`config.mk`:
```
export PLATFORM = sky130hd
export DESIGN_NAME = lsm_sequencer
export DESIGN_NICKNAME = d
export VERILOG_FILES = /design/src/rtl/lsm_sequencer.sv
export SDC_FILE = /design/constraint.sdc
export NUM_CORES = 1
export LEC_CHECK = 0
export BUFFER_PORTS_ARGS = -buffer_cell sky130_fd_sc_hd__buf_4
export CORE_MARGIN = 2
export CORE_UTILIZATION = 25
export CTS_BUF_LIST = sky130_fd_sc_hd__clkbuf_4 sky130_fd_sc_hd__clkbuf_8
export CTS_CLUSTER_DIAMETER = 30
export DETAILED_ROUTE_END_ITERATION = 12
export PLACE_DENSITY = 0.49
export SLEW_MARGIN = 25
export SYNTH_ARGS = -nofsm -noshare
export SYNTH_HDL_FRONTEND = slang
export SYNTH_SLANG_ARGS = --single-unit
export TNS_END_PERCENT = 1
```
`constraint.sdc`:
```
create_clock -name clk -period 6.2 [get_ports clk]
set_input_delay 0.93 -clock clk [delete_from_list [all_inputs] [get_ports clk]]
set_output_delay 0.93 -clock clk [all_outputs]
set_load 0.1 [all_outputs]
```
`src/rtl/lsm_sequencer.sv`:
```
// Load/store-multiple sequencer: walks an ARM register list, issues one handshaked memory
// access per listed register and reports the base writeback value. Option: LSM_BASE_LOAD_WINS_EN.
module lsm_sequencer #(
    parameter int DATA_W    = 32,
    parameter int REG_CNT   = 16,
    parameter int REG_IDX_W = 4
) (
    input  logic                 clk,
    input  logic                 reset,
    input  logic                 start,
    input  logic [REG_CNT-1:0]   reg_list,
    input  logic [DATA_W-1:0]    base_addr,
    input  logic [REG_IDX_W-1:0] rn_idx,
    input  logic                 p_bit,
    input  logic                 u_bit,
    input  logic                 w_bit,
    input  logic                 l_bit,
    input  logic                 mem_done,
    output logic                 busy,
    output logic                 mem_req,
    output logic                 mem_rw,
    output logic [DATA_W-1:0]    mem_addr,
    output logic [REG_IDX_W-1:0] reg_idx,
    output logic                 reg_we,
    output logic                 done,
    output logic                 wb_en,
    output logic [DATA_W-1:0]    wb_value
);

    // state  | meaning
    // IDLE   | waiting for start
    // SETUP  | count registers, compute start address and writeback value
    // ACCESS | mem_req held until mem_done
    // NEXT   | retire transfer, pulse reg_we on loads, advance address
    // DONE   | done pulse with writeback
    typedef enum logic [2:0] {
        S_IDLE,
        S_SETUP,
        S_ACCESS,
        S_NEXT,
        S_DONE
    } state_t;

`ifdef LSM_BASE_LOAD_WINS_EN
    localparam logic WINS_EN = 1'b1;
`else
    localparam logic WINS_EN = 1'b0;
`endif

    localparam logic [DATA_W-1:0] WORD = DATA_W'(4);

    state_t               state_q, state_d;
    logic [REG_CNT-1:0]   list_q, list_d;
    logic [DATA_W-1:0]    base_q, base_d;
    logic                 p_q, p_d;
    logic                 u_q, u_d;
    logic                 w_q, w_d;
    logic                 wins_q, wins_d;

    logic                 busy_d;
    logic                 mem_req_d;
    logic                 mem_rw_d;
    logic [DATA_W-1:0]    mem_addr_d;
    logic [REG_IDX_W-1:0] reg_idx_d;
    logic                 reg_we_d;
    logic                 done_d;
    logic                 wb_en_d;
    logic [DATA_W-1:0]    wb_value_d;
    logic [DATA_W-1:0]    span;

    function automatic logic [REG_IDX_W-1:0] lowest_idx(input logic [REG_CNT-1:0] l);
        logic [REG_IDX_W-1:0] r;
        r = '0;
        for (int i = REG_CNT - 1; i >= 0; i--) begin
            if (l[i]) r = REG_IDX_W'(i);
        end
        return r;
    endfunction

    // Byte span of the whole transfer block: 4 * popcount.
    function automatic logic [DATA_W-1:0] block_span(input logic [REG_CNT-1:0] l);
        logic [DATA_W-1:0] c;
        c = '0;
        for (int i = 0; i < REG_CNT; i++) begin
            c = c + DATA_W'(l[i]);
        end
        return c << 2;
    endfunction

    always_ff @(posedge clk) begin
        if (reset) begin
            state_q  <= S_IDLE;
            list_q   <= '0;
            base_q   <= '0;
            p_q      <= 1'b0;
            u_q      <= 1'b0;
            w_q      <= 1'b0;
            wins_q   <= 1'b0;
            busy     <= 1'b0;
            mem_req  <= 1'b0;
            mem_rw   <= 1'b0;
            mem_addr <= '0;
            reg_idx  <= '0;
            reg_we   <= 1'b0;
            done     <= 1'b0;
            wb_en    <= 1'b0;
            wb_value <= '0;
        end else begin
            state_q  <= state_d;
            list_q   <= list_d;
            base_q   <= base_d;
            p_q      <= p_d;
            u_q      <= u_d;
            w_q      <= w_d;
            wins_q   <= wins_d;
            busy     <= busy_d;
            mem_req  <= mem_req_d;
            mem_rw   <= mem_rw_d;
            mem_addr <= mem_addr_d;
            reg_idx  <= reg_idx_d;
            reg_we   <= reg_we_d;
            done     <= done_d;
            wb_en    <= wb_en_d;
            wb_value <= wb_value_d;
        end
    end

    always_comb begin
        state_d    = state_q;
        list_d     = list_q;
        base_d     = base_q;
        p_d        = p_q;
        u_d        = u_q;
        w_d        = w_q;
        wins_d     = wins_q;
        mem_req_d  = 1'b0;
        mem_rw_d   = mem_rw;
        mem_addr_d = mem_addr;
        reg_idx_d  = reg_idx;
        reg_we_d   = 1'b0;
        done_d     = 1'b0;
        wb_en_d    = 1'b0;
        wb_value_d = wb_value;
        span       = block_span(list_q);

        case (state_q)
            S_IDLE: begin
                if (start) begin
                    state_d  = S_SETUP;
                    list_d   = reg_list;
                    base_d   = base_addr;
                    p_d      = p_bit;
                    u_d      = u_bit;
                    w_d      = w_bit;
                    mem_rw_d = l_bit;
                    wins_d   = l_bit & reg_list[rn_idx];
                end
            end
            S_SETUP: begin
                // Empty list gives span 0, so wb_value naturally equals base.
                wb_value_d = u_q ? (base_q + span) : (base_q - span);
                if (list_q == '0) begin
                    state_d = S_DONE;
                    done_d  = 1'b1;
                    wb_en_d = w_q & ~(WINS_EN & wins_q);
                end else begin
                    state_d   = S_ACCESS;
                    mem_req_d = 1'b1;
                    reg_idx_d = lowest_idx(list_q);
                    if (u_q) begin
                        mem_addr_d = p_q ? (base_q + WORD) : base_q;
                    end else begin
                        mem_addr_d = p_q ? (base_q - span) : (base_q - span + WORD);
                    end
                end
            end
            S_ACCESS: begin
                if (mem_done) begin
                    state_d  = S_NEXT;
                    reg_we_d = mem_rw;
                    list_d   = list_q & ~(REG_CNT'(1) << reg_idx);
                end else begin
                    mem_req_d = 1'b1;
                end
            end
            S_NEXT: begin
                if (list_q != '0) begin
                    state_d    = S_ACCESS;
                    mem_req_d  = 1'b1;
                    reg_idx_d  = lowest_idx(list_q);
                    mem_addr_d = mem_addr + WORD;
                end else begin
                    state_d = S_DONE;
                    done_d  = 1'b1;
                    wb_en_d = w_q & ~(WINS_EN & wins_q);
                end
            end
            S_DONE: begin
                state_d = S_IDLE;
            end
            default: begin
                state_d = S_IDLE;
            end
        endcase

        busy_d = (state_d != S_IDLE);
    end

endmodule

```
==> parameters.txt, run 1 <==
Parameter                              Value

Status
  Status ... finished clean

Hold path
  Type of the tightest min-delay check ... reg -> reg

Clock network
  CTS Sinks ... 128
  Buffer type at the clock tree root ... clkbuf_8
  Clk pin slew, worst setup/hold paths ... 90 ps
  Number of hold buffers added after cts ... 0
  Max H-tree Level ... 4
  Maximum clock insertion buffer count ... 2
  Worst skew pair latency ... 500 ps
  CTS tree ... built
  Clock buffers created by TritonCTS ... 17

Pwr
  Worst vdd rail ir drop ... 164 uV
  Power per cell area ... 405 mW/mm^2
  Static leakage power ... 4.63 nW

Place
  Pre-CTS setup slack ... -170 ps
  Number of port buffers ... 129
  Final HPWL DP ... 27.5 mm
  Placed instance count ... 1896
  Weighted congestion reported at the end of routability-driven placement ... 0.921

Global route
  GRT overflow ... 0
  Pin count of the biggest net entering global routing ... 74
  Number of antenna violations at the first check in global routing ... 0
  Wire length of the first global-routing pass ... 56.0 mm
  Overall global routing resource usage ... 19.0%
  Vias in the first global route ... 9223

Critical path
  CP endpoint kind ... register
  CP arrival ... 6560 ps
  Critical path required time ... 6620 ps
  Critical path launch point type ... register
  Critical Path Fanout Max ... 7
  Kind of critical path ... reg -> reg

Floorplan
  Boundary Pins ... 134
  Placeable core region ... 0.0364 mm^2
  Die boundary width ... 196 um
  Die footprint ... 0.0385 mm^2
  Initial standard-cell utilization of the core ... 25.3%
  Number of core rows ... 70
  Chip height ... 196 um

Cells and area
  Fill count ... 3967
  Share of post-route cells with drive strength above 1 ... 24.3%
  Area overhead of the layout relative to synthesis ... 30.8%
  Diode insertion count for antenna repair ... 0
  Layout Nets ... 1548
  Post-layout instance count excluding filler cells ... 1937

Synthesis
  #FFs+latches synth ... 128
  Count of unique library cells instantiated by Yosys ... 77
  Sequential cell area fraction in the yosys report ... 27.8%
  Total number of yosys warnings ... 0
  Synth cell count leaders ... nand2_1, a21oi_1, dfxtp_1, nor2_1, clkbuf_1
  Count of mapped cells out of synthesis ... 1281
  Combined area of all synthesized cells ... 0.00923 mm^2
  Mapped Nets ... 1373
  Most frequently used cell type in the post-synthesis netlist ... nand2_1
  Async S/R FF share, synth ... 0%
  Top post-synthesis cells by area ... dfxtp_1, nand2_1, a21oi_1
  Post-synth top area share ... 27.8%
  Area leader, netlist ... dfxtp_1
  Primary FF master, synth ... dfxtp_1
  EDFF count, synth ... 0
  Mean area per synthesized cell ... 7.20 um^2

Timing
  Setup Viol. Count Final ... 0
  Clock skew after layout ... 22.4 ps
  Achievable frequency ... 163 MHz
  Worst Max-Slew Pin Slew ... 971 ps
  Max-slew violations ... 0
  Worst slew margin ... 35.2%
  RSZ-0062 raised after global routing ... yes
  Slack of the critical path ... 53.2 ps
  Hold Fails Final Rpt ... 0
  Time the worst path needs with I/O delays and setup ... 6150 ps
  Final critical-path share of the clock period ... 99.1%

Route
  Overall via count from detail_route ... 9905
  Routed wire length ... 36.8 mm
  Wire per inst ... 19.0 um
  Vias per inst ... 5.11
  Antenna Nets Post-Route ... 0
  Number of detailed-routing iterations run before antenna repair ... 5
  DRC violation total after the first TritonRoute iteration ... 952
  DRC violations left ... 0

Run
  Max-cap violations ... 0
[where the power goes]
group	internal, mW	total [mW]	switching (mW)
registers	0.910	1.05	0.140
logic	1.23	3.03	1.80
clock network	0.403	0.804	0.401
total	2.54	4.89	2.34
[what timing repair did]
item | in CTS | in global routing
gates resized for setup | 19 | 42
buffers inserted | 8 | 1
pin swaps | 4 | 23
endpoints found under the setup margin | 16 | 25
[layout make-up]
class	count	area, um^2	area share (%)
Clock buffer	17	234	1.94
Tap cell	468	586	4.85
Multi-Input combinational cell	1019	6440	53.4
Sequential cell	128	2570	21.3
Clock inverter	15	185	1.53
Timing Repair Buffer	250	1900	15.8
Inverter	40	150	1.24
[sequential cells by signal (all words and copies together), names as in the netlist]
register and count:
base_q 32, busy 1, done 1, list_q 16, mem_addr 32, mem_req 1
mem_rw 1, p_q 1, reg_idx 4, reg_we 1, state_q 3, u_q 1
w_q 1, wb_en 1, wb_value 32
[routing by layer]
metal	GRT usage, %	up-vias	part of all wire [%]
li1	-	4872	-
met1	27.6	4661	48
met2	28.0	326	43
met3	3.35	46	6.0
met4	6.96	0	2.4
met5	0	-	0
[kinds of logic after synthesis]
family / count (synthesis) / synth area share, %
compound gates: 323 / 21.6
xor+xnor: 102 / 9.68
fa+ha+maj: 32 / 5.32
buf+inv: 134 / 5.51
flops: 128 / 27.8
mux: 17 / 1.99
simple gates: 545 / 28.2
[per-stage QoR]
step	total power, mW	utilization (%)	hold slack [ps]	area, um^2	setup TNS (ps)
after floorplan	2.84	-	430	9230	0
after global placement	3.93	31.0	442	11300	-302
after detailed placement	3.93	31.0	449	11300	-619
after CTS	4.83	32.6	466	11900	-185
after global routing	5.19	33.1	474	12100	-2790
final	4.89	33.1	459	12100	0
[worst max-delay path, cell delays in order (launching register included)]
cell      delay [ps]
dfxtp_2          340
inv_1             50
fa_1             510
fa_1             540
fa_2             450
fa_1             480
inv_1             60
ha_4             160
fa_2             590
inv_1             60
ha_1             180
or2_4            230
o211a_4          270
or4_4            490
a222oi_1         290
buf_4            180
nand4_1          120
buf_6            160
buf_4            150
nor3b_2          170
xor2_1           320
o211ai_1         120
a21oi_1          140
[worst paths after layout]
check             cells after the start  slack, ps                      from                         to
hold / removal                        2        460  wb_value[5]$_SDFFE_PP0P_   wb_value[5]$_SDFFE_PP0P_
hold reg to reg                       2        460  wb_value[5]$_SDFFE_PP0P_   wb_value[5]$_SDFFE_PP0P_
setup / recovery                     22         50    list_q[9]$_SDFFE_PP0P_  mem_addr[18]$_SDFFE_PP0P_
setup reg to reg                     22         50    list_q[9]$_SDFFE_PP0P_  mem_addr[18]$_SDFFE_PP0P_
[placed cells by master (no fill, tap or decap), drive strengths merged, types with 15 or more instances in the layout]
cell    count
mux2i      15
nand4      22
dfxtp     128
clkbuf     17
buf       250
or4        15
inv        44
xnor2      53
nor3       60
ha         20
nand3      27
xor2       49
or3        16
nand2     202
a21oi     141
nor2      112
nor4       19
o21ai      60
a211oi     24
(Power assumes the default switching activity.)
==> inputs of run 2 (changes only) <==
Settings changed: PLACE_DENSITY 0.49 to 0.47.
Clock period 6.2 ns to 7.1 ns, I/O delays scaled along.
==> parameters.txt, run 2 (synthesized netlist as in run 1, its figures left out) <==
Parameter                              Value

Timing
  Worst Max-Slew Pin Slew ... 1010 ps
  RSZ-0062 raised after global routing ... no
  Clock skew after layout ... 16.1 ps
  Setup Viol. Count Final ... 0
  Achievable frequency ... 146 MHz
  Slack of the critical path ... 269 ps
  Max-slew violations ... 0
  Time the worst path needs with I/O delays and setup ... 6830 ps
  Worst hold margin ... 459 ps
  Final critical-path share of the clock period ... 96.2%
  Worst slew margin ... 32.8%
  Summed negative setup slack over all endpoints ... 0 ps
  Hold Fails Final Rpt ... 0

Pwr
  Overall power ... 3.74 mW
  Static leakage power ... 4.07 nW
  Power per cell area ... 339 mW/mm^2
  Worst vdd rail ir drop ... 154 uV

Critical path
  Critical path required time ... 7430 ps
  Depth of the most critical reg-to-reg path ... 21
  CP endpoint kind ... register
  CP max stage delay ... 590 ps
  Reg-to-reg setup timing slack ... 270 ps
  CP arrival ... 7170 ps
  Worst flop-to-flop path endpoint ... mem_addr[27]$_SDFFE_PP0P_
  Kind of critical path ... reg -> reg
  Cells traversed along the worst timing path ... inv_1 -> fa_1 -> fa_1 -> fa_1 -> fa_1 -> inv_1 -> ha_1 -> fa_1 -> a21o_1 -> and2_1 -> ha_2 -> nor2b_1 -> or4_1 -> or3_1 -> a222oi_1 -> buf_4 -> nand4_1 -> nor4_2 -> xnor2_1 -> a221oi_2 -> nor3_1
  Cell with the largest stage delay on the worst path ... fa_1
  Launch point of the worst reg-to-reg path ... list_q[0]$_SDFFE_PP0P_
  Most numerous cell on the critical path ... fa_1
  Critical Path Fanout Max ... 11
  Critical path launch point type ... register

Global route
  Overall global routing resource usage ... 18.6%
  Wire length of the first global-routing pass ... 54.7 mm
  Number of antenna violations at the first check in global routing ... 0
  Pin count of the biggest net entering global routing ... 88
  GRT overflow ... 0
  Vias in the first global route ... 9044

Floorplan
  Die footprint ... 0.0385 mm^2
  Chip height ... 196 um
  Placeable core region ... 0.0364 mm^2
  Initial standard-cell utilization of the core ... 25.3%
  Die boundary width ... 196 um
  Number of core rows ... 70
  Boundary Pins ... 134

Cells and area
  Fill count ... 4030
  Layout Nets ... 1460
  Area overhead of the layout relative to synthesis ... 19.6%
  Most common cell after layout, fill and taps aside ... nand2_1
  Layout Utilization ... 30.3%
  Most used cells in the layout excluding fill and tap cells ... nand2_1, buf_4, a21oi_1, dfxtp_1, nor2_1
  Largest registers ... base_q x32, mem_addr x32, wb_value x32
  Share of post-route cells with drive strength above 1 ... 15.8%
  Diode insertion count for antenna repair ... 0

Clock network
  CTS tree ... built
  Number of hold buffers added after cts ... 0
  Clock buffers created by TritonCTS ... 17
  Clk pin slew, worst setup/hold paths ... 80 ps
  Max H-tree Level ... 4
  Worst skew pair latency ... 480 ps
  Maximum clock insertion buffer count ... 2
  Buffer type at the clock tree root ... clkbuf_8
  CTS Sinks ... 128

Status
  Status ... finished clean

Route
  Overall via count from detail_route ... 9542
  Vias per inst ... 5.17
  DRC violations left ... 0
  Number of detailed-routing iterations run before antenna repair ... 7
  DRC violation total after the first TritonRoute iteration ... 696
  Wire per inst ... 19.4 um
  Antenna Nets Post-Route ... 0
  Routed wire length ... 35.9 mm

Hold path
  Startpoint of the tightest hold check path ... wb_value[0]$_SDFFE_PP0P_
  Worst hold path endpoint ... wb_value[0]$_SDFFE_PP0P_
  Depth of the worst hold-timing path ... 2
  Type of the tightest min-delay check ... reg -> reg

Run
  Max-cap violations ... 0

Place
  Number of port buffers ... 129
  Weighted congestion reported at the end of routability-driven placement ... 0.937
  Pre-CTS setup slack ... 268 ps
  Final HPWL DP ... 26.7 mm
-- run 2: cell count changes in the layout (fill, tap and decap cells not counted), moves of 4 or more --
| cell | delta |
|---|---|
| ha_1 | +5 |
| clkinv_4 | -4 |
| nor4_2 | -5 |
| a211oi_1 | +5 |
| buf_4 | -83 |
| buf_6 | -4 |
| clkbuf_4 | +4 |
| nor3_1 | +4 |
| nor4_1 | +7 |
| a211oi_2 | -5 |
-- run 2: stage by stage --
step | instance area (um^2) | instances
finish | 11000 | 1846
detailed placement | 10700 | 1816
CTS | 11000 | 1845
floorplan | 9230 | 1281
global route | 11000 | 1846
global placement | 10700 | 1816
-- run 2: worst max path at each step --
stage,startpoint,endpoint,cells after the start
2_1_floorplan,list_q[0]$_SDFFE_PP0P_,mem_addr[26]$_SDFFE_PP0P_,22
3_3_place_gp,list_q[0]$_SDFFE_PP0P_,mem_addr[22]$_SDFFE_PP0P_,21
3_5_place_dp,list_q[0]$_SDFFE_PP0P_,mem_addr[22]$_SDFFE_PP0P_,21
4_1_cts,list_q[0]$_SDFFE_PP0P_,mem_addr[22]$_SDFFE_PP0P_,21
5_1_grt,list_q[0]$_SDFFE_PP0P_,mem_addr[26]$_SDFFE_PP0P_,21
6_report,list_q[0]$_SDFFE_PP0P_,mem_addr[27]$_SDFFE_PP0P_,21
-- run 2: timing repair --
item                       4_1_cts  5_1_grt
setup endpoints to repair        0        6
setup buffers                    0        1
gates resized for setup          0        3
-- run 2: per-layer routing --
| layer | GRT usage, % | routed length, um | vias up |
|---|---|---|---|
| met4 | 4.74 | 462 | 0 |
| met2 | 28.3 | 15500 | 309 |
| met5 | 0 | 0 | - |
| met1 | 26.7 | 17800 | 4519 |
| met3 | 3.80 | 2080 | 24 |
| li1 | - | - | 4690 |
-- run 2: cell type report --
type                       count  area [um^2]  area share (%)
clock buffer                  22          278            2.52
clock inverter                 7         65.1           0.590
inverter                      40          150            1.36
multi-input combinational   1019         6170            56.0
sequential                   128         2560            23.2
tap                          468          586            5.31
timing repair buffer         162         1220            11.0
-- run 2: critical path: cells and delay by family (launching register included) --
| family | cells | cell delay [ps] |
|---|---|---|
| adder cells (fa/ha/maj) | 7 | 3050 |
| AND/OR/NAND/NOR | 7 | 2040 |
| AO/OA/AOI/OAI | 3 | 710 |
| flip-flops | 1 | 410 |
| buffers and inverters | 3 | 340 |
| XOR/XNOR | 1 | 150 |
-- run 2: power by group --
part | internal (mW) | switching [mW] | leakage [nW]
Sequential | 0.795 | 0.123 | 1.05
Combinational | 0.754 | 1.47 | 2.85
Clock | 0.292 | 0.303 | 0.178
Total | 1.84 | 1.89 | 4.07
==> inputs of run 3 (changes only) <==
Settings changed: ABC_AREA from default to 1.
==> parameters.txt, run 3 <==
Parameter                              Value

Synthesis
  Top post-synthesis cells by area ... dfxtp_1, nand2_1, o21ai_0
  Sequential cell area fraction in the yosys report ... 26.0%
  Area leader, netlist ... dfxtp_1
  Primary FF master, synth ... dfxtp_1
  #FFs+latches synth ... 128
  EDFF count, synth ... 0
  Most frequently used cell type in the post-synthesis netlist ... nand2_1
  Total number of yosys warnings ... 0
  Combined area of all synthesized cells ... 0.00985 mm^2
  Mean area per synthesized cell ... 6.24 um^2
  Synth cell count leaders ... nand2_1, inv_1, nor2_1, o21ai_0, a21oi_1
  Mapped Nets ... 1671
  Count of unique library cells instantiated by Yosys ... 55
  Async S/R FF share, synth ... 0%
  Post-synth top area share ... 26.0%
  Count of mapped cells out of synthesis ... 1579

Route
  Antenna Nets Post-Route ... 0
  Number of detailed-routing iterations run before antenna repair ... 6
  DRC violations left ... 0
  Routed wire length ... 36.9 mm
  DRC violation total after the first TritonRoute iteration ... 862
  Vias per inst ... 4.79
  Overall via count from detail_route ... 10506
  Wire per inst ... 16.8 um

Timing
  Hold Fails Final Rpt ... 0
  Worst Max-Slew Pin Slew ... 767 ps
  Final critical-path share of the clock period ... 88.0%
  Summed negative setup slack over all endpoints ... 0 ps
  Worst slew margin ... 48.4%
  Setup Viol. Count Final ... 0
  Achievable frequency ... 160 MHz
  Time the worst path needs with I/O delays and setup ... 6250 ps
  Slack of the critical path ... 853 ps
  RSZ-0062 raised after global routing ... no
  Max-slew violations ... 0
  Clock skew after layout ... 12.5 ps

Cells and area
  Diode insertion count for antenna repair ... 0
  Largest registers ... base_q x32, mem_addr x32, wb_value x32
  Share of post-route cells with drive strength above 1 ... 14.8%
  Most common cell after layout, fill and taps aside ... nand2_1
  Most used cells in the layout excluding fill and tap cells ... nand2_1, inv_1, nor2_1, o21ai_0, buf_4
  Post-layout instance count excluding filler cells ... 2192
  Layout Nets ... 1754
  Fill count ... 4387
  Area of all placed cells without fillers ... 0.0116 mm^2
  Area overhead of the layout relative to synthesis ... 17.9%

Critical path
  Kind of critical path ... reg -> reg
  CP arrival ... 6610 ps
  Critical Path Fanout Max ... 9
  Most numerous cell on the critical path ... fa_1
  Critical path launch point type ... register
  CP endpoint kind ... register
  CP max stage delay ... 580 ps
  Cell with the largest stage delay on the worst path ... fa_1
  Critical path required time ... 7460 ps
  Depth of the most critical reg-to-reg path ... 25

Place
  Number of port buffers ... 129
  Placed instance count ... 2161
  Pre-CTS setup slack ... 876 ps
  Final HPWL DP ... 28.6 mm
  Weighted congestion reported at the end of routability-driven placement ... 0.894
  Post-placement cell area ... 0.0112 mm^2

Global route
  Wire length of the first global-routing pass ... 56.8 mm
  Number of antenna violations at the first check in global routing ... 0
  Pin count of the biggest net entering global routing ... 71
  Overall global routing resource usage ... 17.8%
  GRT overflow ... 0
  Vias in the first global route ... 9790

Pwr
  Worst vdd rail ir drop ... 113 uV
  Power per cell area ... 305 mW/mm^2
  Overall power ... 3.54 mW
  Static leakage power ... 4.87 nW

Clock network
  CTS tree ... built
  Maximum clock insertion buffer count ... 2
  Buffer type at the clock tree root ... clkbuf_8
  Clock buffers created by TritonCTS ... 17
  CTS Sinks ... 128
  Count of instances resized after the clock tree is built ... 0
  Number of hold buffers added after cts ... 0
  Clk pin slew, worst setup/hold paths ... 80 ps
  Worst skew pair latency ... 470 ps
  Setup fix buffers added after clock tree synthesis ... 0
  Max H-tree Level ... 4

Hold path
  Type of the tightest min-delay check ... reg -> reg
  Depth of the worst hold-timing path ... 1

Floorplan
  Chip height ... 203 um
  Boundary Pins ... 134
  Placeable core region ... 0.0387 mm^2
  Initial standard-cell utilization of the core ... 25.4%
  Die boundary width ... 203 um
  Number of core rows ... 72
  Die footprint ... 0.0410 mm^2

Status
  Status ... finished clean

Run
  Max-cap violations ... 0
==> run 3: cell types whose count changed in the layout (fill, tap and decap cells not counted), sizes merged, moves of 28 or more <==
cell and change:
inv +170, nand2 +114, nor2 +102, o21ai +101
nand3 +100, xnor2 -45, o211ai +29, nor3 -28
==> run 3: final timing paths <==
| path | start | to | slack (ps) |
|---|---|---|---|
| min | wb_value[0]$_SDFFE_PP0P_ | wb_value[0]$_SDFFE_PP0P_ | 480 |
| max | list_q[0]$_SDFFE_PP0P_ | wb_value[27]$_SDFFE_PP0P_ | 850 |
| max reg2reg | list_q[0]$_SDFFE_PP0P_ | wb_value[27]$_SDFFE_PP0P_ | 850 |
| min reg2reg | wb_value[0]$_SDFFE_PP0P_ | wb_value[0]$_SDFFE_PP0P_ | 480 |
==> run 3: cells by family after synthesis <==
family                     count (synthesis)  synth area share [%]
buffers and inverters                    282                  11.5
DFF                                      128                  26.0
and+or+nand+nor                          732                  33.6
AOI/OAI and AO/OA                        373                  21.0
adders and majority gates                 32                  4.98
xor gates and xnor gates                  32                  2.92
==> run 3: worst max-delay path, delay by kind of cell, from the launching register on <==
family,cells,cell delay (ps)
adder cells (fa/ha/maj),7,3050
AND/OR/NAND/NOR,12,2030
flip-flops,1,380
AO/OA/AOI/OAI,2,280
buffers and inverters,3,210
XOR/XNOR,1,180
==> run 3: final cells by class <==
| class | instances | area [um^2] | share of cell area [%] |
|---|---|---|---|
| Multi-Input combinational cell | 1169 | 6170 | 53.1 |
| Sequential cell | 128 | 2560 | 22.1 |
| Timing Repair Buffer | 137 | 1030 | 8.85 |
| Inverter | 209 | 787 | 6.78 |
| Tap cell | 518 | 648 | 5.58 |
| Clock buffer | 19 | 262 | 2.25 |
| Clock inverter | 12 | 159 | 1.37 |
==> run 3: metal layers <==
metal | share of wire, % | track usage, %
met1 | 52 | 27.5
met2 | 42 | 25.6
met3 | 4.9 | 2.97
met4 | 0.98 | 3.23
met5 | 0 | 0
==> run 3: metrics by stage <==
step           hold slack [ps]  utilization, %
4_1_cts                    480            30.0
3_5_place_dp               460            28.9
5_1_grt                    496            30.0
6_report                   475            30.0
3_3_place_gp               451            28.9
2_1_floorplan              447               -
==> run 3: power by group <==
| group | internal, mW | total [mW] | switching, mW | leakage [nW] |
|---|---|---|---|---|
| clock network | 0.366 | 0.703 | 0.337 | 0.209 |
| registers | 0.805 | 0.926 | 0.121 | 1.05 |
| logic | 0.518 | 1.91 | 1.39 | 3.61 |
